`src/rtl/delayed_ack_responder_if.sv`:
```
// Request/acknowledge bundle between a requester and the delayed-ack responder.
// The master drives en/a; the slave returns the echo, ack, status and counters.
interface delayed_ack_responder_if #(
    parameter int CNT_W = 16
);
    logic             en;
    logic             a;
    logic             y;
    logic             b;
    logic             drop;
    logic             busy;
    logic             full;
    logic [CNT_W-1:0] req_cnt;
    logic [CNT_W-1:0] ack_cnt;
    logic [CNT_W-1:0] drop_cnt;

    modport master (
        output en, a,
        input  y, b, drop, busy, full, req_cnt, ack_cnt, drop_cnt
    );

    modport slave (
        input  en, a,
        output y, b, drop, busy, full, req_cnt, ack_cnt, drop_cnt
    );
endinterface

```
`src/rtl/delayed_ack_responder.sv`:
```
// Responder for a |-> ##DELAY b: fixed-latency acknowledge pipeline with an
// outstanding-request limit, drop pulses and saturating statistics counters.
module delayed_ack_responder #(
    parameter int DELAY           = 3,
    parameter int MAX_OUTSTANDING = 4,
    parameter int CNT_W           = 16
) (
    input  logic clk,
    input  logic rst,
    delayed_ack_responder_if.slave bus
);
    localparam logic [3:0]       MAX_O   = 4'(MAX_OUTSTANDING);
    localparam logic [CNT_W-1:0] CNT_MAX = '1;

    logic [DELAY-1:0] pipe;
    logic [DELAY-1:0] pipe_nxt;
    logic [3:0]       outs;
    logic [3:0]       outs_free;
    logic [3:0]       outs_nxt;
    logic             ack_now;
    logic             req;
    logic             accept;
    logic             reject;
    logic             drop_q;
    logic             busy_q;
    logic             full_q;
    logic [CNT_W-1:0] req_cnt;
    logic [CNT_W-1:0] ack_cnt;
    logic [CNT_W-1:0] drop_cnt;

    assign ack_now = pipe[DELAY-1];
    assign req     = bus.en & bus.a;

    // A slot released by this edge's acknowledge may be taken by this edge's request.
    always_comb begin
        outs_free = outs - {3'b000, ack_now};
        accept    = req & (outs_free < MAX_O);
        reject    = req & ~accept;
        outs_nxt  = outs_free + {3'b000, accept};
        pipe_nxt    = pipe << 1;
        pipe_nxt[0] = accept;
    end

    always_ff @(posedge clk) begin
        if (rst) begin
            pipe     <= '0;
            outs     <= '0;
            drop_q   <= 1'b0;
            busy_q   <= 1'b0;
            full_q   <= 1'b0;
            req_cnt  <= '0;
            ack_cnt  <= '0;
            drop_cnt <= '0;
        end else begin
            pipe   <= pipe_nxt;
            outs   <= outs_nxt;
            drop_q <= reject;
            busy_q <= (outs_nxt != 4'd0);
            full_q <= (outs_nxt == MAX_O);
            if (accept && req_cnt != CNT_MAX)
                req_cnt <= req_cnt + 1'b1;
            if (ack_now && ack_cnt != CNT_MAX)
                ack_cnt <= ack_cnt + 1'b1;
            if (reject && drop_cnt != CNT_MAX)
                drop_cnt <= drop_cnt + 1'b1;
        end
    end

    assign bus.y        = bus.a;
    assign bus.b        = pipe[DELAY-1];
    assign bus.drop     = drop_q;
    assign bus.busy     = busy_q;
    assign bus.full     = full_q;
    assign bus.req_cnt  = req_cnt;
    assign bus.ack_cnt  = ack_cnt;
    assign bus.drop_cnt = drop_cnt;
endmodule

```
`src/flat_wrapper.sv`:
```
// flat-port wrapper written by rule: the top's interface ports become plain ports
module delayed_ack_responder_flat 
#(
    parameter int DELAY           = 3,
    parameter int MAX_OUTSTANDING = 4,
    parameter int CNT_W           = 16
)
  (clk, rst, bus_en, bus_a, bus_y, bus_b, bus_drop, bus_busy, bus_full, bus_req_cnt, bus_ack_cnt, bus_drop_cnt);
  delayed_ack_responder_if #(.CNT_W(CNT_W)) bus_i ();
  input  logic clk;
  input  logic rst;
  input wire logic [$bits(bus_i.en)-1:0] bus_en;
  input wire logic [$bits(bus_i.a)-1:0] bus_a;
  output wire logic [$bits(bus_i.y)-1:0] bus_y;
  output wire logic [$bits(bus_i.b)-1:0] bus_b;
  output wire logic [$bits(bus_i.drop)-1:0] bus_drop;
  output wire logic [$bits(bus_i.busy)-1:0] bus_busy;
  output wire logic [$bits(bus_i.full)-1:0] bus_full;
  output wire logic [$bits(bus_i.req_cnt)-1:0] bus_req_cnt;
  output wire logic [$bits(bus_i.ack_cnt)-1:0] bus_ack_cnt;
  output wire logic [$bits(bus_i.drop_cnt)-1:0] bus_drop_cnt;
  assign bus_i.en = bus_en;
  assign bus_i.a = bus_a;
  assign bus_y = bus_i.y;
  assign bus_b = bus_i.b;
  assign bus_drop = bus_i.drop;
  assign bus_busy = bus_i.busy;
  assign bus_full = bus_i.full;
  assign bus_req_cnt = bus_i.req_cnt;
  assign bus_ack_cnt = bus_i.ack_cnt;
  assign bus_drop_cnt = bus_i.drop_cnt;
  delayed_ack_responder #(.DELAY(DELAY), .MAX_OUTSTANDING(MAX_OUTSTANDING), .CNT_W(CNT_W)) u_core (.clk(clk), .rst(rst), .bus(bus_i));
endmodule
```
`config.mk`:
```
export PLATFORM = sky130hd
export DESIGN_NAME = delayed_ack_responder_flat
export DESIGN_NICKNAME = d
export VERILOG_FILES = /design/src/rtl/delayed_ack_responder_if.sv /design/src/rtl/delayed_ack_responder.sv /design/src/flat_wrapper.sv
export SDC_FILE = /design/constraint.sdc
export NUM_CORES = 1
export LEC_CHECK = 0
export CAP_MARGIN = 15
export CORE_MARGIN = 4
export CORE_UTILIZATION = 45
export DETAILED_ROUTE_END_ITERATION = 10
export PLACE_DENSITY = 0.71
export SETUP_SLACK_MARGIN = 0.02
export SYNTH_ARGS = -nofsm -noshare
export SYNTH_HDL_FRONTEND = slang
export SYNTH_SLANG_ARGS = --single-unit
```
`constraint.sdc`:
```
create_clock -name clk -period 9.7 [get_ports clk]
set_clock_uncertainty 0.15 [all_clocks]
set_input_delay 1.94 -clock clk [delete_from_list [all_inputs] [get_ports clk]]
set_output_delay 1.94 -clock clk [all_outputs]
set_load 0.005 [all_outputs]
```
==> summary.md <==
| Metric | Value |
|---|---|
| Status | completed |
| Final setup violation count | 0 |
| # DRC | 0 |
| Critical path capture point | bus_y |
| Non-filler cells, final | 464 |
| Post-layout nets | 397 |
| Post-cts resize count | 0 |
| Post-Synth Adder-Cell Area | 0.0308 |
| Layout Utilization | 0.602 |
| XOR/XNOR share of the synthesized area | 0.0400 |
| Clk Latency, worst-skew pair | 0.33 ns |
| Pwr Density | 134 nW/µm² |
| Async set-or-reset flop fraction in the synthesized netlist | 0 |
| Placed cell area | 3440 µm² |
| R2r setup slk | 5.93 ns |
| Tcrit/Tclk final | 0.522 |
| RD Place Congestion | 0.804 |
| CP max stage cell | clkdlybuf4s50_1 |
| Die area | 7660 µm² |
| Number of synthesized register bits | 58 |
| Vias in the first global route | 2413 |
| Die X | 87.5 µm |
| ANT cells | 0 |
| Setup_tns | 0 ns |
| Die H | 87.5 µm |
| Slew margin rel. | 0.273 |
| CTS tree | done |
| Pre-CTS WS | 4.56 ns |
| Synth Area in Compound Gates | 0.167 |
| Achievable Freq | 0.198 GHz |
| Std cell rows | 28 |
| Post-synthesis net count | 346 |
| Post-route ant nets | 0 |
| Layout cells sized above 1 | 0.0643 |
| Clk slew on worst S/H paths | 0.06 ns |
| Area share of and/or/nand/nor cells after synthesis | 0.300 |
| Post-CTS Hold Fix Bufs | 0 |
| Critical path fanouts, max | 3 |
| Syn Area/Cell | 8.49 µm² |
| CTS sink cnt | 58 |
| Crit end category | output port |
| Initial Util | 0.472 |
| Post-CTS setup repair buffer count | 0 |
| Yosys cell types | 42 |
| First-pass GRT wire length | 10900 µm |
| Final Hold Fails | 0 |
| Vias/cell | 5.82 |
| Crit path depth | 2 |
| Post-synth top area cell | dfxtp_1 |
| FF-to-FF End | u_core.bus.busy |
| VDD IR max | 97.7 µV |
| Critical path class | in -> out |
| Synth Instances | 335 |
| Top-area cell type share of the netlist area | 0.408 |
| CTS H-tree lvls | 3 |
| Worst slew pin tran | 1.09 ns |
| Max Root-Sink Buffers | 2 |
| Crit path buf inv count | 2 |
| Io pins | 57 |
| Final min period | 5.06 ns |
| Port bufs | 56 |
| Vias post-DR | 2699 |
| GRT overflow | 0 |
| DRT Pass-1 Iters | 5 |
| First-iteration detailed-routing DRC count | 70 |
| Design Area, Final | 3630 µm² |
| Routed wire length | 6390 µm |
| Critical-path cell list | clkdlybuf4s50_1, clkdlybuf4s50_1 |
| Placed cell count | 450 |
| Most frequent CP cell | clkdlybuf4s50_1 |
| Crit path max-delay family | buffers and inverters |
| Post-synth EDFFs | 0 |
| Clk root buf | clkbuf_8 |
| Sequential-to-total area share from yosys stat | 0.408 |
| Top_reg_cell synth | dfxtp_1 |
| Post-detailed-route wirelength per cell | 13.8 µm |
| Initial antenna violation count | 0 |
| Post-synthesis mux area share | 0.0119 |
| RSZ-0062 raised after global routing | no |
| Reg2reg start | u_core.pipe[2] |
| Post-Syn Area | 2840 µm² |
| Crit path largest cell delay | 0.53 ns |
| Pleak | 0.00121 µW |
| Core region area | 6030 µm² |
| HP Class | reg -> reg |
| Tot GR Track Use | 0.175 |
| Crit path arrival time | 2.97 ns |
| Final worst setup slack | 4.64 ns |
| Top cells by area in the synthesized netlist | dfxtp_1 (41%), a21oi_1 (6.0%), o31ai_1 (5.5%) |
| Critical Path RT | 7.61 ns |
| FF-to-FF path depth | 12 |
| Final Max Slew Viols | 0 |
| Area Overhead vs Synth | 27.5% |
| Crit start category | input port |
| Ys Warns | 0 |
| MaxCap Viol Count | 0 |
| Hpwl dp | 4340 µm |
| Crit path launch | bus_a |
| Largest net degree at the start of global routing | 61 |
| Cts bufs inserted | 9 |
| Largest family of logic cells by synthesized area | simple AND/OR/NAND/NOR gates |
[flip-flops by register name (all words and copies together), names as in the netlist]
register	count
u_core.bus.full	1
u_core.outs	4
u_core.bus.drop_cnt	16
u_core.bus.req_cnt	16
u_core.bus.drop	1
u_core.pipe	3
u_core.bus.ack_cnt	16
u_core.bus.busy	1
[layout by cell type (no fill, tap or decap), drive strengths merged, types with 10 or more instances in the layout]
cell type,n
clkdlybuf4s50,55
nor3,10
nand3,20
dfxtp,58
o31ai,21
or4,20
inv,11
nor2,26
nand2,18
clkbuf,11
a21oi,34
[report_power, final]
part	switching [µW]	internal, µW	total (µW)	leakage [µW]
clock network	90.5	129	219	0.000101
registers	2.39	241	244	0.000468
logic	14.4	9.46	23.8	0.000638
total	107	380	487	0.00121
[logic make-up after synthesis]
group,count (synthesis)
xor+xnor,13
flops,58
mux,3
simple gates,150
fa+ha+maj,7
compound gates,75
buf+inv,29
[stage by stage]
| stage | total power, µW | hold slack [ns] |
|---|---|---|
| floorplan | 264 | 0.264 |
| global placement | 272 | 0.273 |
| detailed placement | 273 | 0.293 |
| CTS | 493 | 0.308 |
| global route | 506 | 0.323 |
| finish | 487 | 0.304 |
[cell usage after synthesis, types with 2 or more instances]
master	number
and2_1	2
or4_1	20
nor4_1	7
nand4b_1	2
buf_2	5
and4_1	4
nor3_1	10
inv_1	11
dfxtp_1	58
nand3b_1	2
ha_1	7
a21oi_1	34
o211ai_1	2
and3_1	8
nand3_1	20
mux2_2	3
clkbuf_1	12
o31ai_1	21
o21ai_0	9
nand2_1	18
or3_1	8
nor2b_1	8
or3b_2	2
nand4_1	8
nor2_1	26
xnor2_1	4
xor2_1	9
[worst min-delay path by stage]
| stage | from | end | cells after the start |
|---|---|---|---|
| final | u_core.pipe[0] | u_core.pipe[1] | 1 |
| after global routing | u_core.pipe[0] | u_core.pipe[1] | 1 |
| after CTS | u_core.pipe[0] | u_core.pipe[1] | 1 |
| after detailed placement | u_core.pipe[1] | u_core.pipe[2] | 1 |
| after global placement | u_core.pipe[0] | u_core.pipe[1] | 1 |
| after floorplan | u_core.pipe[0] | u_core.pipe[1] | 1 |
[layer usage]
layer	global-route usage	vias up	wire length (µm)
met2	0.277	63	2990
met1	0.231	1268	3000
met4	0.0753	0	85
met3	0.0341	10	313
li1	-	1358	-
met5	0	-	0
[area by class of cell]
class / instances / area, µm²
inverters: 11 / 41.3
flip-flops and latches: 58 / 1160
well taps: 75 / 93.8
fillers: 560 / 2400
clock buffers: 11 / 151
repair buffers: 58 / 571
multi-input cells: 248 / 1570
clock inverters: 3 / 40.0
(Power assumes the default switching activity.)
